--- config.mk ---
export PLATFORM = sky130hd
export DESIGN_NAME = vital_energy_accumulator
export DESIGN_NICKNAME = d
export VERILOG_FILES = /design/src/rtl/vital_energy_accumulator_pkg.sv /design/src/rtl/vital_energy_accumulator_prescaler.sv /design/src/rtl/vital_energy_accumulator.sv
export SDC_FILE = /design/constraint.sdc
export NUM_CORES = 1
export LEC_CHECK = 0
export ABC_CLOCK_PERIOD_IN_PS = 1600
export BUFFER_PORTS_ARGS = -buffer_cell sky130_fd_sc_hd__buf_2
export CAP_MARGIN = 5
export CORE_MARGIN = 1
export CORE_UTILIZATION = 47
export CTS_CLUSTER_DIAMETER = 100
export CTS_CLUSTER_SIZE = 16
export DETAILED_ROUTE_END_ITERATION = 10
export GPL_TIMING_DRIVEN = 0
export PLACE_DENSITY = 0.74
export SLEW_MARGIN = 5
export SYNTH_ARGS = -nofsm -noshare
export SYNTH_HDL_FRONTEND = slang
export SYNTH_SLANG_ARGS = --single-unit
--- constraint.sdc ---
create_clock -name clk -period 1.6 [get_ports clk]
set_input_delay 0.08 -clock clk [delete_from_list [all_inputs] [get_ports clk]]
set_output_delay 0.08 -clock clk [all_outputs]
set_load 0.1 [all_outputs]
--- src/rtl/vital_energy_accumulator_pkg.sv ---
// vital_energy_accumulator_pkg
// Shared constants for the energy accumulator slice. It holds the 2-bit
// quantized level encoding, which matches the neurotransmitter fields, and
// the default step dividers.
// Ports: none (package).
package vital_energy_accumulator_pkg;

    localparam logic [1:0] LVL_LOW      = 2'b00;
    localparam logic [1:0] LVL_MID_LOW  = 2'b01;
    localparam logic [1:0] LVL_MID_HIGH = 2'b10;
    localparam logic [1:0] LVL_HIGH     = 2'b11;

    localparam int unsigned DEF_WIDTH    = 8;
    localparam int unsigned DEF_SLOW_DIV = 16;
    localparam int unsigned DEF_FAST_DIV = 4;

    // Wide enough for the largest legal SLOW_DIV (255).
    localparam int unsigned PRESCALE_W = 8;

endpackage

--- src/rtl/vital_energy_accumulator_prescaler.sv ---
// energy_prescaler
// Counts clock cycles while the accumulator is active. It raises tick in
// the cycle where the count has reached div-1. The divider is re-selected
// every cycle, so a fast/slow change keeps the count already reached.
// Ports:
//   clk, rst_n : clock, asynchronous active-low reset
//   active     : a single direction is requested; when low the count clears
//   fast       : selects FAST_DIV instead of SLOW_DIV
//   clear      : synchronous clear (setval load or saturation)
//   tick       : combinational, high when a step is due at the next edge
module energy_prescaler
    import vital_energy_accumulator_pkg::*;
#(
    parameter int unsigned SLOW_DIV = DEF_SLOW_DIV,
    parameter int unsigned FAST_DIV = DEF_FAST_DIV
) (
    input  logic clk,
    input  logic rst_n,
    input  logic active,
    input  logic fast,
    input  logic clear,
    output logic tick
);

    logic [PRESCALE_W-1:0] count;
    logic [PRESCALE_W-1:0] div_m1;

    always_comb begin
        div_m1 = fast ? PRESCALE_W'(FAST_DIV - 1) : PRESCALE_W'(SLOW_DIV - 1);
    end

    // ">=" rather than "==": after a switch to fast the count may already
    // be past the new terminal value, and the step must then occur at once.
    assign tick = active && (count >= div_m1);

    always_ff @(posedge clk or negedge rst_n) begin
        if (!rst_n) begin
            count <= '0;
        end else if (clear || !active || tick) begin
            count <= '0;
        end else begin
            count <= count + PRESCALE_W'(1);
        end
    end

endmodule

--- src/rtl/vital_energy_accumulator.sv ---
// vital_energy_accumulator
// Saturating energy level that is raised or lowered by one step every
// SLOW_DIV or FAST_DIV clock cycles while exactly one of inc/dec is held.
// A setval load has priority over stepping. level_q is the 2-bit quantized
// level. With the VITAL_ENERGY_HYST_EN macro defined, level_q is given a
// falling hysteresis of HYST LSBs.
// Ports:
//   clk, rst_n  : clock, asynchronous active-low reset
//   inc, dec    : raise / lower requests (both or neither = idle)
//   fast        : use FAST_DIV as the step period
//   setval      : synchronous load of setval_data
//   setval_data : value to load
//   level       : registered energy level
//   level_q     : registered quantized level (LVL_LOW .. LVL_HIGH)
//   at_min      : level == 0 (combinational)
//   at_max      : level == all-ones (combinational)
//   step        : one-cycle pulse in the cycle after a step changed level
module vital_energy_accumulator
    import vital_energy_accumulator_pkg::*;
#(
    parameter int unsigned WIDTH       = DEF_WIDTH,
    parameter int unsigned SLOW_DIV    = DEF_SLOW_DIV,
    parameter int unsigned FAST_DIV    = DEF_FAST_DIV,
    parameter int unsigned RESET_VALUE = 128,
    parameter int unsigned HYST        = 8
) (
    input  logic             clk,
    input  logic             rst_n,
    input  logic             inc,
    input  logic             dec,
    input  logic             fast,
    input  logic             setval,
    input  logic [WIDTH-1:0] setval_data,
    output logic [WIDTH-1:0] level,
    output logic [1:0]       level_q,
    output logic             at_min,
    output logic             at_max,
    output logic             step
);

    localparam logic [WIDTH-1:0] RST_LEVEL = WIDTH'(RESET_VALUE);

    if (SLOW_DIV < 2 || SLOW_DIV > 255 || FAST_DIV < 1 || FAST_DIV > SLOW_DIV ||
        HYST >= (1 << WIDTH)) begin : g_bad_params
        $error("vital_energy_accumulator: illegal parameter combination");
    end

    logic             active;
    logic             sat;
    logic             tick;
    logic             move;
    logic [WIDTH-1:0] level_next;

    assign active = inc ^ dec;
    // Pushing against a rail holds the level and keeps the prescaler empty.
    assign sat    = active && (inc ? (level == '1) : (level == '0));
    assign move   = tick && !sat && !setval;

    energy_prescaler #(
        .SLOW_DIV (SLOW_DIV),
        .FAST_DIV (FAST_DIV)
    ) u_prescaler (
        .clk    (clk),
        .rst_n  (rst_n),
        .active (active),
        .fast   (fast),
        .clear  (setval || sat),
        .tick   (tick)
    );

    always_comb begin
        level_next = level;
        if (setval) begin
            level_next = setval_data;
        end else if (move) begin
            level_next = inc ? level + WIDTH'(1) : level - WIDTH'(1);
        end
    end

    always_ff @(posedge clk or negedge rst_n) begin
        if (!rst_n) begin
            level <= RST_LEVEL;
            step  <= 1'b0;
        end else begin
            level <= level_next;
            step  <= move;
        end
    end

    assign at_min = (level == '0);
    assign at_max = (level == '1);

`ifdef VITAL_ENERGY_HYST_EN
    logic [1:0] q_reg;
    logic [1:0] band_next;
    int         fall_floor;
    logic       below_floor;

    assign band_next = level_next[WIDTH-1 -: 2];

    // Falling edge of the current band, lowered by HYST; may go negative,
    // in which case the band can never be left downwards.
    always_comb begin
        fall_floor  = (int'(q_reg) << (WIDTH - 2)) - int'(HYST);
        below_floor = (int'(level_next) < fall_floor);
    end

    always_ff @(posedge clk or negedge rst_n) begin
        if (!rst_n) begin
            q_reg <= RST_LEVEL[WIDTH-1 -: 2];
        end else if (setval) begin
            q_reg <= setval_data[WIDTH-1 -: 2];
        end else if (band_next > q_reg) begin
            q_reg <= band_next;
        end else if (band_next < q_reg && below_floor && q_reg != LVL_LOW) begin
            q_reg <= q_reg - 2'd1;
        end
    end

    assign level_q = q_reg;
`else
    // The top bits of the registered level are already a registered quantity.
    assign level_q = level[WIDTH-1 -: 2];
`endif

endmodule

==> results.json <==
{
  "power_switching_uw": 910,
  "ys_ff_latch": 17,
  "synthArstFlopShare_pct": 100,
  "finalSetupViolations": 15,
  "grt_pass1_wl_um": 4400,
  "numCtsBuffers": 3,
  "comb_power_share_pct": 55.5,
  "yosys_most_used_dff": "dfrtp_1",
  "syn_area_um2": 1140,
  "rows": 17,
  "drive_above_1_share_pct": 40.0,
  "antenna_found_initial": 0,
  "drt_wl_total_um": 2850,
  "skew_ns": 0.00429,
  "crit_path_max_incr_delay_ns": 0.58,
  "io_buffers": 26,
  "place_congestion": 0.731,
  "worstMarginPinSlew_ns": 0.597,
  "final_antenna_net_count": 0,
  "ys_seq_area_share_pct": 37.5,
  "grt_pass1_vias": 1022,
  "pwr_density_cell_nw_per_um2": 1130,
  "drtIter0Drc": 10,
  "vias": 1032,
  "fin_cells": 193,
  "synthCells": 120,
  "dr.pass1.iters": 4,
  "fin_nets": 190,
  "clkPwrFrac_pct": 13.5,
  "min_period_over_period_pct": 121,
  "fin_crit_ns": 1.94,
  "start_util_pct": 50.5,
  "synth_edf_count": 0,
  "clk_pin_slew_ns": 0.11,
  "p_int_uw": 935,
  "crit_chain": "or4_4 > o211ai_4 > a21oi_2 > buf_4 > mux2i_1 > o21ai_1",
  "core_region_area_um2": 2250,
  "root_buffer": "clkbuf_4",
  "cp_slowest_cell": "or4_4",
  "synth_cell_types": 34,
  "clk_latency_ns": 0.30,
  "irDropWorstVdd_mv": 0.832,
  "clock_path_buffers": 2,
  "fin_tns_setup_ns": -4.13,
  "clock_sinks": 17,
  "cp-start-kind": "register",
  "max-cap-violations": 0,
  "die_h_um": 51.2,
  "critPathMaxFanout": 5,
  "path_class": "register to register",
  "rsz0062_at_grt": "true",
  "dp_hpwl_um": 1890,
  "status": "finished, violations left",
  "die-width_um": 51.2,
  "grt_usage_pct": 22.8,
  "p_sw_share_pct": 49.3,
  "fin_hold_ws_ns": 0.0115,
  "slew_headroom_pct": 60.1,
  "yosysWarnings": 0,
  "die-area_um2": 2620,
  "crit_required_ns": 1.78,
  "antenna_cells": 0,
  "end_kind": "register",
  "syn_to_final_growth_pct": 43.3,
  "p_seq_share_pct": 31.0,
  "p_leak_uw": 0.000706,
  "hp-class": "primary input to register",
  "vias_per_cell": 5.35,
  "clock.fmax_mhz": 515,
  "drv_slew": 0,
  "drc": 0,
  "dpl.cell_count": 176,
  "wire_per_inst_um": 14.8,
  "grt_max_degree": 18,
  "critical_path_arrival_ns": 2.12,
  "tritoncts": "yes",
  "post-route-worst-setup-slack_ns": -0.340,
  "hold_viol": 0,
  "synth_area_per_cell_um2": 9.49,
  "violations": "negative setup slack",
  "ios": 27,
  "overflow": 0,
  "r2r_slack_ns": -0.34,
  "htree_levels": 1
}
flip-flops by register name, summed over array words and instances, names as in the netlist:
name	cells
level	8
step	1
u_prescaler.count	8
layout by cell type, fill, tap and decap left out, types with 2 or more instances in the layout:
master	count
buf_2	24
nand2_1	12
o21ai_1	9
buf_4	9
dfrtp_1	9
nor2_1	8
xnor2_1	6
mux2i_1	6
dlygate4sd3_1	6
dfrtp_4	6
nor2b_1	5
ha_1	5
inv_1	4
nand3_1	4
a21oi_2	4
ha_4	4
xor2_1	3
a21oi_1	3
clkbuf_4	3
conb_1	3
clkbuf_1	2
nand4_1	2
or4_4	2
nor2_4	2
nand2b_1	2
o211ai_1	2
buf_12	2
synth_stat cells, types with 2 or more instances:
cell	count	area (um^2)
xor2_1	3	26.3
nor2_1	10	37.5
o211ai_1	2	15.0
nand2b_1	2	12.5
o21ai_1	9	45.0
inv_1	4	15.0
buf_4	2	15.0
mux2i_1	6	60.1
ha_1	9	113
xnor2_1	7	61.3
a21oi_1	6	30.0
nand2_1	12	45.0
dfrtp_1	16	400
or4_1	3	22.5
nand3_1	4	20.0
nor2b_1	5	31.3
clkbuf_1	2	7.51
nand4_1	2	12.5
critical path, delay by kind of cell, from the launching register on:
| family | cells | cell delay [ns] |
|---|---|---|
| AOI/OAI and AO/OA | 3 | 0.37 |
| buffers and inverters | 1 | 0.18 |
| DFF | 1 | 0.53 |
| muxes | 1 | 0.16 |
| and+or+nand+nor | 1 | 0.58 |
repair_timing:
item	4_1_cts	5_1_grt
hold endpoints to repair	22	0
buffers inserted	2	4
pin swaps	4	4
gates cloned	0	1
hold buffers	6	0
endpoints found under the setup margin	16	16
gates resized for setup	10	8
per-stage QoR:
stage / setup WS [ns] / cell area, um^2 / total power [uW] / util (%)
4_1_cts: -0.289 / 1540 / 1760 / 68.4
3_5_place_dp: -0.360 / 1400 / 1480 / 62.1
5_1_grt: -0.405 / 1630 / 1940 / 72.4
6_report: -0.340 / 1630 / 1850 / 72.4
2_1_floorplan: -0.366 / 1230 / 1330 / -
3_3_place_gp: -0.329 / 1400 / 1460 / 62.1
kinds of logic after synthesis:
group / after synthesis / synth area share (%)
other cells: 1 / 0.329
buf+inv: 9 / 4.29
xor+xnor: 10 / 7.69
fa+ha+maj: 10 / 11.6
flops: 17 / 37.5
compound gates: 26 / 15.7
simple gates: 41 / 17.6
mux: 6 / 5.27
routing by layer:
layer	track usage, %	vias to the layer above	part of all wire, %
li1	-	506	-
met2	42.3	34	54
met5	0	-	0
met1	26.7	490	42
met3	3.57	2	3.4
met4	6.76	0	0.56
power by group through the flow:
stage / Combinational, uW / Clock (uW) / Sequential, uW
after floorplan: 470 / 0 / 858
after global placement: 887 / 0 / 574
after detailed placement: 903 / 0 / 579
after CTS: 946 / 255 / 564
after global routing: 1090 / 274 / 577
final: 1020 / 250 / 571
area by class of cell:
type	instances	area, um^2
Fill cell	176	623
Buffer	5	33.8
Clock buffer	3	22.5
Inverter	4	15.0
Tap cell	28	35.0
Timing Repair Buffer	39	273
Sequential cell	17	454
Clock inverter	1	7.51
Multi-Input combinational cell	96	791
final timing paths:
kind,from,end,cells past startpoint
max in group asynchronous,rst_n,level[2],2
worst max-delay path,level[2],level[6],6
min in group asynchronous,rst_n,level[4],2
worst min register to register,u_prescaler.count[0],u_prescaler.count[0],1
worst max register to register,level[2],level[6],6
worst min-delay path,setval_data[6],level[6],3
No activity file was read; power rests on OpenSTA's default activity.
